$ cat src/rtl/filter_sequencer.sv
// rtl/filter_sequencer.sv - sample sequencer for an external filter with shadowed coefficients
//
// Purpose:
//   Accepts one input sample at a time and presents it to an external filter.
//   It pulses f_en, waits SETTLE cycles, then captures f_y as the result and
//   holds it until the consumer accepts it. Coefficients are written into
//   shadow registers. A commit copies them into the active set atomically on
//   the next sample acceptance.
//
// Ports:
//   clk, rst                 clock, asynchronous active-low reset
//   run                      level enable for sample acceptance
//   cfg_we/addr/wdata        shadow coefficient write (0=b0 1=b1 2=a0 3=a1 4=a2)
//   cfg_commit               request shadow -> active copy at next accept
//   s_valid/s_data/s_ready   input sample handshake
//   f_en/f_x/f_b0..f_a2      filter drive: enable pulse, sample, active coefficients
//   f_y                      filter output
//   m_valid/m_data/m_ready   result handshake
//   busy                     sequence in flight (FIRE, SETTLE or OUT)
//   drop_cnt                 saturating count of samples offered while busy
module filter_sequencer #(
   parameter int N      = 16,
   parameter int SETTLE = 2
) (
   input  logic         clk,
   input  logic         rst,
   input  logic         run,
   input  logic         cfg_we,
   input  logic [2:0]   cfg_addr,
   input  logic [N-1:0] cfg_wdata,
   input  logic         cfg_commit,
   input  logic         s_valid,
   input  logic [N-1:0] s_data,
   output logic         s_ready,
   output logic         f_en,
   output logic [N-1:0] f_x,
   output logic [N-1:0] f_b0,
   output logic [N-1:0] f_b1,
   output logic [N-1:0] f_a0,
   output logic [N-1:0] f_a1,
   output logic [N-1:0] f_a2,
   input  logic [N-1:0] f_y,
   output logic         m_valid,
   output logic [N-1:0] m_data,
   input  logic         m_ready,
   output logic         busy,
   output logic [7:0]   drop_cnt
);

   typedef enum logic [2:0] {
      ST_IDLE,
      ST_WAIT,
      ST_FIRE,
      ST_SETTLE,
      ST_OUT
   } state_t;

   localparam logic [3:0] SETTLE_LAST = 4'(SETTLE - 1);

   state_t       state_q, state_d;
   logic [3:0]   cnt_q, cnt_d;
   logic [N-1:0] f_x_q, f_x_d;
   logic [N-1:0] m_data_q, m_data_d;
   logic         m_valid_q, m_valid_d;
   logic         pend_q, pend_d;
   logic [7:0]   drop_q, drop_d;
   logic [N-1:0] shd_q [5];
   logic [N-1:0] shd_d [5];
   logic [N-1:0] act_q [5];
   logic [N-1:0] act_d [5];
   logic         accept;
   logic         busy_st;

   assign busy_st = (state_q == ST_FIRE) || (state_q == ST_SETTLE) || (state_q == ST_OUT);

   always_comb begin
      state_d   = state_q;
      cnt_d     = cnt_q;
      f_x_d     = f_x_q;
      m_data_d  = m_data_q;
      m_valid_d = m_valid_q;
      drop_d    = drop_q;
      accept    = 1'b0;
      for (int i = 0; i < 5; i++) begin
         shd_d[i] = shd_q[i];
         act_d[i] = act_q[i];
      end

      case (state_q)
         ST_IDLE: begin
            if (run) state_d = ST_WAIT;
         end
         ST_WAIT: begin
            if (s_valid) begin
               accept  = 1'b1;
               f_x_d   = s_data;
               state_d = ST_FIRE;
            end else if (!run) begin
               state_d = ST_IDLE;
            end
         end
         ST_FIRE: begin
            cnt_d   = 4'd0;
            state_d = ST_SETTLE;
         end
         ST_SETTLE: begin
            // Capture on the last settle cycle so m_valid rises SETTLE+1 after f_en.
            if (cnt_q == SETTLE_LAST) begin
               m_data_d  = f_y;
               m_valid_d = 1'b1;
               state_d   = ST_OUT;
            end else begin
               cnt_d = cnt_q + 4'd1;
            end
         end
         ST_OUT: begin
            if (m_ready) begin
               m_valid_d = 1'b0;
               state_d   = run ? ST_WAIT : ST_IDLE;
            end
         end
         default: state_d = ST_IDLE;
      endcase

      for (int i = 0; i < 5; i++) begin
         if (cfg_we && (cfg_addr == 3'(i))) shd_d[i] = cfg_wdata;
      end

      // The active set loads from the pre-edge shadow contents. A write in
      // the same cycle lands in shadow and joins the next commit.
      if (accept && pend_q) begin
         for (int i = 0; i < 5; i++) act_d[i] = shd_q[i];
      end

      // A commit that coincides with an accept is kept pending for the next sample.
      pend_d = (pend_q && !accept) || cfg_commit;

      if (s_valid && run && busy_st && (drop_q != 8'hFF)) drop_d = drop_q + 8'd1;
   end

   always_ff @(posedge clk or negedge rst) begin
      if (!rst) begin
         state_q   <= ST_IDLE;
         cnt_q     <= 4'd0;
         f_x_q     <= '0;
         m_data_q  <= '0;
         m_valid_q <= 1'b0;
         pend_q    <= 1'b0;
         drop_q    <= 8'd0;
         for (int i = 0; i < 5; i++) begin
            shd_q[i] <= '0;
            act_q[i] <= '0;
         end
      end else begin
         state_q   <= state_d;
         cnt_q     <= cnt_d;
         f_x_q     <= f_x_d;
         m_data_q  <= m_data_d;
         m_valid_q <= m_valid_d;
         pend_q    <= pend_d;
         drop_q    <= drop_d;
         for (int i = 0; i < 5; i++) begin
            shd_q[i] <= shd_d[i];
            act_q[i] <= act_d[i];
         end
      end
   end

   assign s_ready  = (state_q == ST_WAIT);
   assign f_en     = (state_q == ST_FIRE);
   assign busy     = busy_st;
   assign f_x      = f_x_q;
   assign m_valid  = m_valid_q;
   assign m_data   = m_data_q;
   assign drop_cnt = drop_q;
   assign f_b0     = act_q[0];
   assign f_b1     = act_q[1];
   assign f_a0     = act_q[2];
   assign f_a1     = act_q[3];
   assign f_a2     = act_q[4];

endmodule
$ cat config.mk
export PLATFORM = sky130hd
export DESIGN_NAME = filter_sequencer
export DESIGN_NICKNAME = d
export VERILOG_FILES = /design/src/rtl/filter_sequencer.sv
export SDC_FILE = /design/constraint.sdc
export NUM_CORES = 1
export LEC_CHECK = 0
export CORE_MARGIN = 2
export CORE_UTILIZATION = 35
export DETAILED_ROUTE_END_ITERATION = 7
export PLACE_DENSITY = 0.66
export SYNTH_ARGS = -nofsm -noshare
export SYNTH_HDL_FRONTEND = slang
export SYNTH_SLANG_ARGS = --single-unit
$ cat constraint.sdc
create_clock -name clk -period 1.65 [get_ports clk]
set_input_delay 0.33 -clock clk [delete_from_list [all_inputs] [get_ports clk]]
set_output_delay 0.33 -clock clk [all_outputs]
set_load 0.01 [all_outputs]
; ---- Yosys cells after proc, flatten, opt, wreduce, memory -nomap -nowiden
; Cells that the tools add are included.
[totals]
reg_bits = 209
latchBits = 0
mem_bits_rw = 0
mem_bits_ro = 0
in_bits = 58
out_inout_bits = 124
word_cells = 71
n_memories = 0
[classes]
add_sub_neg = 2
multipliers = 0
div_mod_pow = 0
magnitude_cmp = 0
eq_ne = 15
shift = 0
mux = 14
n_bitwise = 0
n_reduce_logical = 23
[op_table]
columns = cell, n
row1 = $mux 3, 5
row2 = $pmux 3 s5, 1
row3 = $eq 3x2->1 const B, 4
row4 = $logic_and 1x1->1, 10
row5 = $add 8x1->8 const B, 1
row6 = $ne 8x8->1 const B, 1
row7 = $pmux 4 s2, 1
row8 = $eq 3x1->1 const B, 2
row9 = $eq 3x3->1 const B, 2
row10 = $logic_not 3->1, 2
row11 = $ne 2x2->1 const B, 3
row12 = $reduce_and 2->1, 3
row13 = $mux 1, 5
row14 = $add 4x1->4 const B, 1
row15 = $eq 4x1->1 const B, 1
row16 = $mux 4, 1
row17 = $reduce_and 4->1, 1
row18 = $reduce_bool 2->1, 2
row19 = $logic_or 1x1->1, 3
row20 = $ne 3x3->1 const B, 1
row21 = $reduce_and 3->1, 1
row22 = $ne 2x1->1 const B, 1
row23 = $pmux 1 s2, 1
row24 = $logic_not 1->1, 1

; ---- Depth between registers and ports, before layout
; Gate-level depths: netlist of the first run.
[logic_depth]
ltp_word = 5
mapped_depth = 7
depth_no_buf = 6

; ---- Least setup slack after synthesis of the first run
; No wires, ideal clock.
[synth_timing]
kind = register -> register
from = reg cnt_q[1]
to = reg m_data_q[10] (netlist: m_data[10])
setup_ps = 127
arrival_ps = 1642
path_slack_ps = -120
path_stages_with_launch = 8
synth_period_minus_slack_ps = 1770
cell_sequence = dfrtp_1 inv_1 ha_1 or3b_1 nor2_2 nand2_2 buf_6 mux2_1
[synth_between]
elab_chain_len = 2
[synth_rtl]
columns = item, line
row1 = from (decl), 61  ; logic [3:0] cnt_q, cnt_d;
row2 = from (signal assigned), 156  ; cnt_q <= cnt_d;
row3 = $eq 4x1->1, 108  ; if (cnt_q == SETTLE_LAST) begin
row4 = $reduce_and 2->1 (no line), -
row5 = to (signal assigned), 158  ; m_data_q <= m_data_d;
row6 = to (decl), 63  ; logic [N-1:0] m_data_q, m_data_d;
; No other way between the ends.
; A chain may end at the register's enable or synchronous reset.

; ---- Worst setup path after layout of the first run
[layout_timing]
from = reg state_q[0]
to = out busy
[layout_between]
elab_chain_len = 3
word_cells_on_any_way = 5
cone_classes = eq/ne: 3 / reduce/logical: 2
[layout_rtl]
columns = item, line
row1 = from (decl), 60  ; state_t state_q, state_d;
row2 = from (signal assigned), 155  ; state_q <= state_d;
row3 = $eq 3x2->1, 74  ; assign busy_st = (state_q == ST_FIRE) || (state_q == ST_SETTLE) || (state_q == ST_OUT);
row4 = $logic_or 1x1->1, 74
row5 = $logic_or 1x1->1 *, 74
row6 = to (decl), 46  ; output logic busy,
; Every way passes the cells marked *; elsewhere a longest branch is shown, timed or not.

==> impl_metrics.tcl, run 1 <==
set metrics [dict create \
    finalPower_mw 22.15 \
    die-height_um 159.7 \
    ant_nets 0 \
    fin_crit_sh_pct 111.1 \
    grt_pass1_wl_um 32710 \
    violations "setup timing" \
    viasPerCell 4.744 \
    cts.sinks 209 \
    critPathCaptureType "output pin" \
    synth_top_area_share_pct 61.68 \
    dpl.hpwl_um 13630 \
    stdcell_area_sq_um 12160 \
    grt_pass1_vias 5807 \
    fmax_mhz 545.3 \
    clk_path_buf_depth 3 \
    io_pins 182 \
    synth.top_cells.by_area "dfrtp_1 (62%), mux2_4 (14%), mux2_2 (13%), mux2_1 (2.4%), buf_12 (2.1%)" \
    vdd_drop_max_uv 907.0 \
    synthFlopType "dfrtp_1" \
    critPathRequiredTime_ps 1320 \
    cts_buffers 24 \
    final_nets 802 \
    crit_type "reg2out" \
    gp_congestion 0.8086 \
    cts-root-buf "clkbuf_16" \
    firstDrtPassIters 4 \
    ys_top_cells_by_count "dfrtp_1 (209), mux2_2 (96), mux2_4 (80)" \
    maxSlewViolCount 0 \
    antenna_found_initial 0 \
    grt_overflow 0 \
    synthesis.area_sq_um 8479 \
    clock_skew_ps 10.80 \
    setup_slack_ps -183.9 \
    wl_per_cell_um 19.67 \
    synth_top_cell_by_area "dfrtp_1" \
    synth_edf_count 0 \
    drc_errors 0 \
    worst_pin_slew_ps 454.2 \
    dpl-instance-area_sq_um 10930 \
    antenna_cells 0 \
    synth-seq-area-share_pct 61.68 \
    async_flop_share_pct 100.0 \
    vias 5100 \
    p_per_area_nw_per_um2 1822 \
    syn-mean-instance-area_sq_um 17.16 \
    path_clk_slew_ps 60 \
    hold_class "in2async" \
    fp-row-count 56 \
    start_kind "flip-flop" \
    grt_start_max_net_pins 47 \
    wl_um 21150 \
    synth_seq_cells 209 \
    yosysMostFrequentCell "dfrtp_1" \
    hold_viol 0 \
    cap_violations 0 \
    drt_iter0_drc 123 \
    numPortBuffers 181 \
    synth_nets 555 \
    ys_types 45 \
    fp.dieArea_sq_um 25490 \
    drive_above_1_share_pct 42.06 \
    clkLatencyLatePin_ps 510 \
    total_leakage_power_nw 5.836 \
    critPathMaxFanout 2 \
    max-slew-margin-rel_pct 69.72 \
    htreeDepth 1 \
    rsz0062_at_grt "true" \
    initial_core_util_pct 35.91 \
    worst_ep_arrival_time_ps 1500 \
    yosysWarnings 0 \
    cts_tree "done" \
    syn_to_final_growth_pct 43.35 \
    die_w_um 159.7 \
    syn_inst 494 \
    status "complete, but fails checks" \
    fin_crit_ps 1834 \
    fillers 2000 \
    grtUsageTotal_pct 16.10 \
    finalSetupViolCount 120 \
    coreArea_sq_um 23610 \
]
-- timing repair --
action | CTS | global route
endpoints found under the hold margin | 40 | 0
setup endpoints to repair | 239 | 125
buffers inserted | 8 | 5
pin swaps | 6 | 13
cloned | 6 | 5
hold buffers | 1 | 0
resized for setup | 167 | 43
-- path summary, 6_finish.rpt --
kind / from / to / slack, ps / cells after the start
worst max-delay path: state_q[0] / busy / -180 / 3
worst min-delay path: rst / m_data[0] / 320 / 2
worst max register to register: state_q[1] / f_a1[15] / -180 / 6
worst min register to register: shd_q[73] / shd_q[73] / 480 / 1
max in group asynchronous: rst / f_b0[4] / 740 / 3
min in group clk: cfg_commit / pend_q / 410 / 2
-- state kept, by name (all words and copies together) (netlist names) --
signal,flops
state_q,3
f_b0,16
f_b1,16
pend_q,1
m_data,16
f_a2,16
f_a1,16
shd_q,80
m_valid,1
drop_cnt,8
cnt_q,4
f_x,16
f_a0,16
-- cell families (layout without fill, tap and decap cells) --
group	Yosys count	in the layout	share of synthesized area [%]
xor gates and xnor gates	5	5	0.5164
muxes	197	197	29.66
adders and majority gates	3	3	0.4427
buffers and inverters	23	284	3.040
and+or+nand+nor	40	41	3.350
DFF	209	209	61.68
AOI/OAI and AO/OA	17	17	1.313
-- where the power goes --
part	internal (mW)	total [mW]	switching, mW
combinational	5.38	8.85	3.46
sequential	7.10	8.30	1.19
clock	2.96	5.00	2.04
-- per-stage QoR --
step	hold WS (ps)	setup WS [ps]	cells	TNS, ps	util, %
4_1_cts	333.2	-208.0	1067	-17980	50.34
6_report	319.4	-183.9	1075	-16620	51.48
5_1_grt	374.5	-229.0	1075	-23210	51.48
3_3_place_gp	317.0	-263.3	1011	-31360	46.27
3_5_place_dp	318.9	-317.6	1011	-34690	46.27
2_1_floorplan	34.41	-117.3	494	-3512	-
-- per-layer routing --
metal	global-route usage, %	vias to the layer above	part of all wire, %
met5	0	-	0
met4	4.917	0	2.6
met3	4.987	42	7.5
met2	27.96	169	50
met1	19.14	2629	40
li1	-	2260	-
-- placed cells by master, fill, tap and decap left out, types with 2 or more instances in the layout --
cell / n
buf_2: 2
clkbuf_1: 2
buf_16: 9
clkdlybuf4s50_1: 56
clkinv_2: 7
a21oi_2: 2
nor3b_4: 2
o21ai_0: 6
mux2_4: 106
nor3_4: 4
buf_6: 10
nand2_1: 8
nor4bb_4: 2
nor2_4: 2
buf_12: 11
or3b_4: 2
clkbuf_16: 28
mux2i_1: 3
inv_1: 3
buf_4: 26
dlygate4sd2_1: 120
nand2_4: 3
mux2_2: 79
dfrtp_1: 208
clkinvlp_4: 2
mux2_1: 9
xor2_1: 4
ha_2: 2
nand3_1: 3
clkbuf_8: 6
-- layout make-up --
class | count | area (sq um) | area share, %
sequential | 209 | 5231 | 43.04
multi-input combinational | 263 | 3261 | 26.82
timing repair buffer | 240 | 2501 | 20.58
clock buffer | 32 | 701.9 | 5.775
tap | 319 | 399.1 | 3.284
clock inverter | 9 | 50.05 | 0.4117
inverter | 3 | 11.26 | 0.09264
-- worst max-delay path: stages (launching register included) --
cell and delay [ps]:
dfrtp_1 390, or3b_4 420, nand2_4 80, buf_6 100
Note: power is estimated with default switching activity, not from simulation.
==> inputs of run 2 (changes only) <==
Settings changed: ABC_CLOCK_PERIOD_IN_PS from default to 1650, CTS_CLUSTER_DIAMETER from default to 150.
==> results of run 2 <==
Same layout as run 1: the final DEF is identical, and so are final timing and power.
==> inputs of run 3 (changes only) <==
Settings changed: DONT_BUFFER_PORTS from default to 1, PLACE_DENSITY 0.66 to 0.56, RECOVER_POWER from default to 100.
==> run 3 against run 2 <==
Against the previous run: critical path depth rose by 3; sequential power is 12% higher; the run ends with hold timing, setup timing left; cell count fell by 14%; largest cell class unchanged; die area unchanged; wire length fell by 15%.
==> impl_metrics.tcl, run 3 (synthesized netlist as in run 1, its figures left out) <==
set metrics [dict create \
    status "complete, but fails checks" \
    violations "hold timing, setup timing" \
    critPathRequiredTime_ps 2030 \
    numPortBuffers 0 \
    gp_congestion 0.7220 \
    largest_register "shd_q" \
    grt_util_met3_pct 5.558 \
    hold_viol 209 \
    r2r_end "f_a0[2]" \
    wl_um 18020 \
    switching_power_mw 5.843 \
    use_met2_pct 22.94 \
    fp.dieArea_sq_um 25490 \
    pwr-share-comb_pct 25.9 \
    finish.utilization_pct 44.39 \
    cap_violations 0 \
    stdcell_area_sq_um 10480 \
    start_kind "flip-flop" \
    maxSlewViolCount 0 \
    r2r_start "state_q[1]" \
    hold_ws_ps -470.6 \
    drive_above_1_share_pct 46.10 \
    antenna_cells 0 \
    worst_pin_slew_ps 833.3 \
    worst_ep_arrival_time_ps 2140 \
    fp-row-count 56 \
    io_pins 182 \
    swShare_pct 29.82 \
    fmax_mhz 568.4 \
    cts-root-buf "clkbuf_16" \
    rsz0062_at_grt "true" \
    p_per_area_nw_per_um2 1869 \
    hold_buffers 52 \
    clock_skew_ps 16.77 \
    die_w_um 159.7 \
    reg2reg_slack_ps -110 \
    hold_class "in2async" \
    path_clk_slew_ps 60 \
    busiest_layer "met2" \
    slowest_stage "dfrtp_2" \
    cts_buffers 24 \
    final_nets 647 \
    grt_pass1_wl_um 28380 \
    max_stage_delay_ps 420 \
    wl_per_cell_um 19.54 \
    crit_path_cell_trace "buf_6 > nor3b_4 > and2_4 > nand2_8 > buf_12 > mux2_4" \
    drc_errors 0 \
    cts.sinks 209 \
    antenna_found_initial 0 \
    finalPower_mw 19.59 \
    clk_path_buf_depth 3 \
    p_seq_share_pct 47.4 \
    total_leakage_power_nw 4.809 \
    clkLatencyLatePin_ps 510 \
    viasPerCell 4.842 \
    setup_slack_ps -109.3 \
    syn_to_final_growth_pct 23.61 \
    ant_nets 0 \
    htreeDepth 1 \
    firstDrtPassIters 4 \
    grt_pass1_vias 4904 \
    critPathMaxFanout 29 \
    finalSetupViolCount 116 \
    final_cell_mix "dfrtp_1 (206), mux2_2 (96), mux2_4 (89), dlygate4sd3_1 (52), clkbuf_16 (28)" \
    fin_crit_sh_pct 106.6 \
    max-slew-margin-rel_pct 44.45 \
    grtUsageTotal_pct 13.95 \
    fin_crit_ps 1759 \
    clockPowerShare_pct 26.7 \
    grt_start_max_net_pins 210 \
    grt_overflow 0 \
    dpl-instance-area_sq_um 8945 \
    coreArea_sq_um 23610 \
    cts_tree "done" \
    die-height_um 159.7 \
    dpl.hpwl_um 11240 \
    rr_worst_depth 6 \
    final_common_cell "dfrtp_1" \
    place_ws_ps -114.6 \
    largest_reg_flops 80 \
    vdd_drop_max_uv 1119 \
    drt_iter0_drc 199 \
    vias 4464 \
    initial_core_util_pct 35.91 \
    met1_usage_pct 16.89 \
    critPathCaptureType "flip-flop" \
    crit_type "reg2reg" \
    cellInternalPower_mw 13.75 \
]
==> run 3: changes by cell type in the layout (fill, tap and decap cells not counted), sizes merged <==
cell,previous run,this run
clkbuf,37,39
clkdlybuf4s50,56,0
dlygate4sd3,1,52
nand2,12,11
clkinv,7,5
buf,58,30
clkinvlp,2,1
dlygate4sd2,120,0
bufinv,0,2
==> run 3: worst max-delay path: cells and delay by family (launching register included) <==
kind          cells  cell delay [ps]
simple gates      3              520
flops             1              420
buf+inv           2              340
mux               1              320
==> run 3: worst max-delay path by stage <==
stage,start,to,depth (start not counted)
final,state_q[1],f_a0[2],6
after global routing,state_q[1],s_ready,3
after CTS,state_q[1],s_ready,3
after detailed placement,cnt_q[1],m_data[9],7
after global placement,cnt_q[1],m_data[10],7
after floorplan,cnt_q[1],m_data[10],7
==> run 3: repair_timing <==
| item | CTS | global route |
|---|---|---|
| hold endpoints to repair | 326 | 209 |
| cloned | 0 | 3 |
| pin swaps | 4 | 3 |
| gates resized for setup | 26 | 7 |
| buffers inserted | 4 | 2 |
| endpoints found under the setup margin | 23 | 122 |
==> run 3: per-layer routing <==
| layer | vias up | wire length (um) |
|---|---|---|
| met3 | 32 | 1627 |
| met4 | 0 | 384 |
| li1 | 1949 | - |
| met5 | - | 0 |
| met1 | 2331 | 7281 |
| met2 | 152 | 8726 |
==> run 3: power by group through the flow <==
stage	sequential [mW]	clock, mW	combinational (mW)
final	9.28	5.23	5.08
after detailed placement	9.39	0	4.42
after CTS	9.31	5.42	4.89
after global placement	9.34	0	4.23
after floorplan	8.83	0	3.92
after global routing	9.54	5.66	5.47
==> run 3: final cells by class <==
type | instances | area [sq um]
Clock inverter | 8 | 96.34
Sequential cell | 209 | 5234
Multi-Input combinational cell | 262 | 3104
Timing Repair Buffer | 86 | 943.4
Inverter | 3 | 11.26
Tap cell | 319 | 399.1
Clock buffer | 35 | 693.2
Fill cell | 2076 | 13130
==> run 3: per-stage QoR <==
| stage | setup TNS, ps | hold slack, ps | std cells |
|---|---|---|---|
| after floorplan | -3512 | 34.41 | 494 |
| final | -8162 | -470.6 | 922 |
| after global placement | -967.0 | 44.36 | 818 |
| after CTS | -6558 | -515.5 | 917 |
| after detailed placement | -1504 | 42.67 | 818 |
| after global routing | -15010 | -503.0 | 922 |
==> variant, RTL diff (flow settings as in run 1) <==
Set the parameter `N` to 17 (it was 16).
--- a/src/rtl/filter_sequencer.sv
+++ b/src/rtl/filter_sequencer.sv
@@ -19,7 +19,7 @@
 //   busy                     sequence in flight (FIRE, SETTLE or OUT)
 //   drop_cnt                 saturating count of samples offered while busy
 module filter_sequencer #(
-   parameter int N      = 16,
+   parameter int N      = 17,
    parameter int SETTLE = 2
 ) (
    input  logic         clk,
Interface: changed (10 resized); port bits go from 182 to 192. The function was not compared with the original's and may differ.
==> variant against run 1 <==
The flow still finishes with violations (negative setup slack); sequential share of layout area grew 2.0 points; worst setup slack lost 6.1 ps; final area grew 1.2%; routed wire length shrank 4.0%; total power is essentially flat; area after synthesis grew 2.3%; sequential cell count grew 12; highest routed layer unchanged.
==> variant: results (changes against run 1) <==
[status]
outcome=finished, violations left
violations=negative setup slack

[cells_and_area]
layout.nets=839  ; +4.6%
non_clock_buffer_count=248  ; +3.3%
layout-area-overhead-vs-synth_pct=41.7
clkCellAreaFrac_pct=6.06  ; -0.12 points
num-clock-buffers=37  ; +16%
multi_input_area_mm2=0.00320  ; -1.8%
layout.comb_gates.multi_input=277  ; +5.3%
largest_register_ffs=85  ; +6.3%
nFillCells=2077  ; +3.9%
nonClkBufAreaFrac_pct=19.5  ; -1.1 points
design.seq.count=221  ; +5.7%
final_cell_count_no_fill=1115  ; +3.7%
post_route_cells_drive_above_1_share_pct=41.8  ; -0.22 points
seq_area_mm2=0.00554  ; +5.8%

[power_and_ir_drop]
p_int_w=0.0154  ; -0.19%
leakagePower_nw=5.74  ; -1.7%
peak_supply_drop_uv=1010  ; +12%

[critical_path]
regToRegEndpoint=m_data[7]$_DFFE_PN0P_
crit_start=state_q[1]$_DFFE_PN0P_
worst_r2r_path_depth=8  ; +2
r2r_setup_slack_ps=-150  ; +30 ps
crit_path_top_delay_cell=sky130_fd_sc_hd__dfrtp_2

[timing]
final_layout_setup_total_negative_slack_ps=-2600  ; +14,020 ps
report.final.setup_viol=27  ; -78%
timing.final.ws_setup_ps=-190  ; -6.09 ps
worst_slew_margin_rel_pct=70.9  ; +1.2 points
final.setup_skew_ps=18.7  ; +7.93 ps

[placement]
gp_congestion=0.786  ; -2.7%

[routing]
drt-initial-drc-count=212  ; +72%
viasPerCell=4.73  ; -0.26%
finalWirelength_um=20300  ; -4.0%

[die]
design.core.area_mm2=0.0243  ; +3.0%

[synth]
post_synth_num_cell_types=39  ; -13%
seq_area_frac_synth_pct=63.7  ; +2.0 points
synth.net_count=583  ; +5.0%
synthesis.instances=519  ; +5.1%

[global_route]
met3_grt_util_pct=4.03  ; -0.96 points
use_met2_pct=26.2  ; -1.7 points
globalRouteMet1Util_pct=19.4  ; +0.23 points
grt_start_max_net_pins=48  ; +2.1%
first_global_vias=5806  ; -0.017%
global_route.usage.total_pct=15.3  ; -0.78 points
grt_pass1_wl_um=31900  ; -2.5%

[clocking]
ctsRootBufferMaster=sky130_fd_sc_hd__clkbuf_16

## variant: layer usage
layer / vias to the layer above / wire length [µm]
li1: 2373 / -
met1: 2719 / 8340
met2: 147 / 10100
met3: 37 / 1300
met4: 0 / 521
met5: - / 0
## variant: power by group through the flow
stage,Sequential (W),Clock (W),Combinational [W]
after detailed placement,0.00893,0,0.00870
final,0.00880,0.00501,0.00833
after floorplan,0.00934,0,0.00366
after global placement,0.00881,0,0.00851
after global routing,0.00907,0.00541,0.00894
after CTS,0.00880,0.00518,0.00805
## variant: cells by family after synthesis
family	share of synthesized area [%]
AND/OR/NAND/NOR	3.04
XOR/XNOR	0.606
flip-flops	63.7
AO/OA/AOI/OAI	1.20
adder cells (fa/ha/maj)	0.433
buffers and inverters	1.76
multiplexers	29.2
## variant: repair_timing
item | 4_1_cts | 5_1_grt
resized for setup | 161 | 25
setup endpoints to repair | 250 | 74
setup buffers | 8 | 1
endpoints found under the hold margin | 41 | 0
hold buffers | 1 | 0
cloned | 2 | 5
pin swaps | 8 | 5
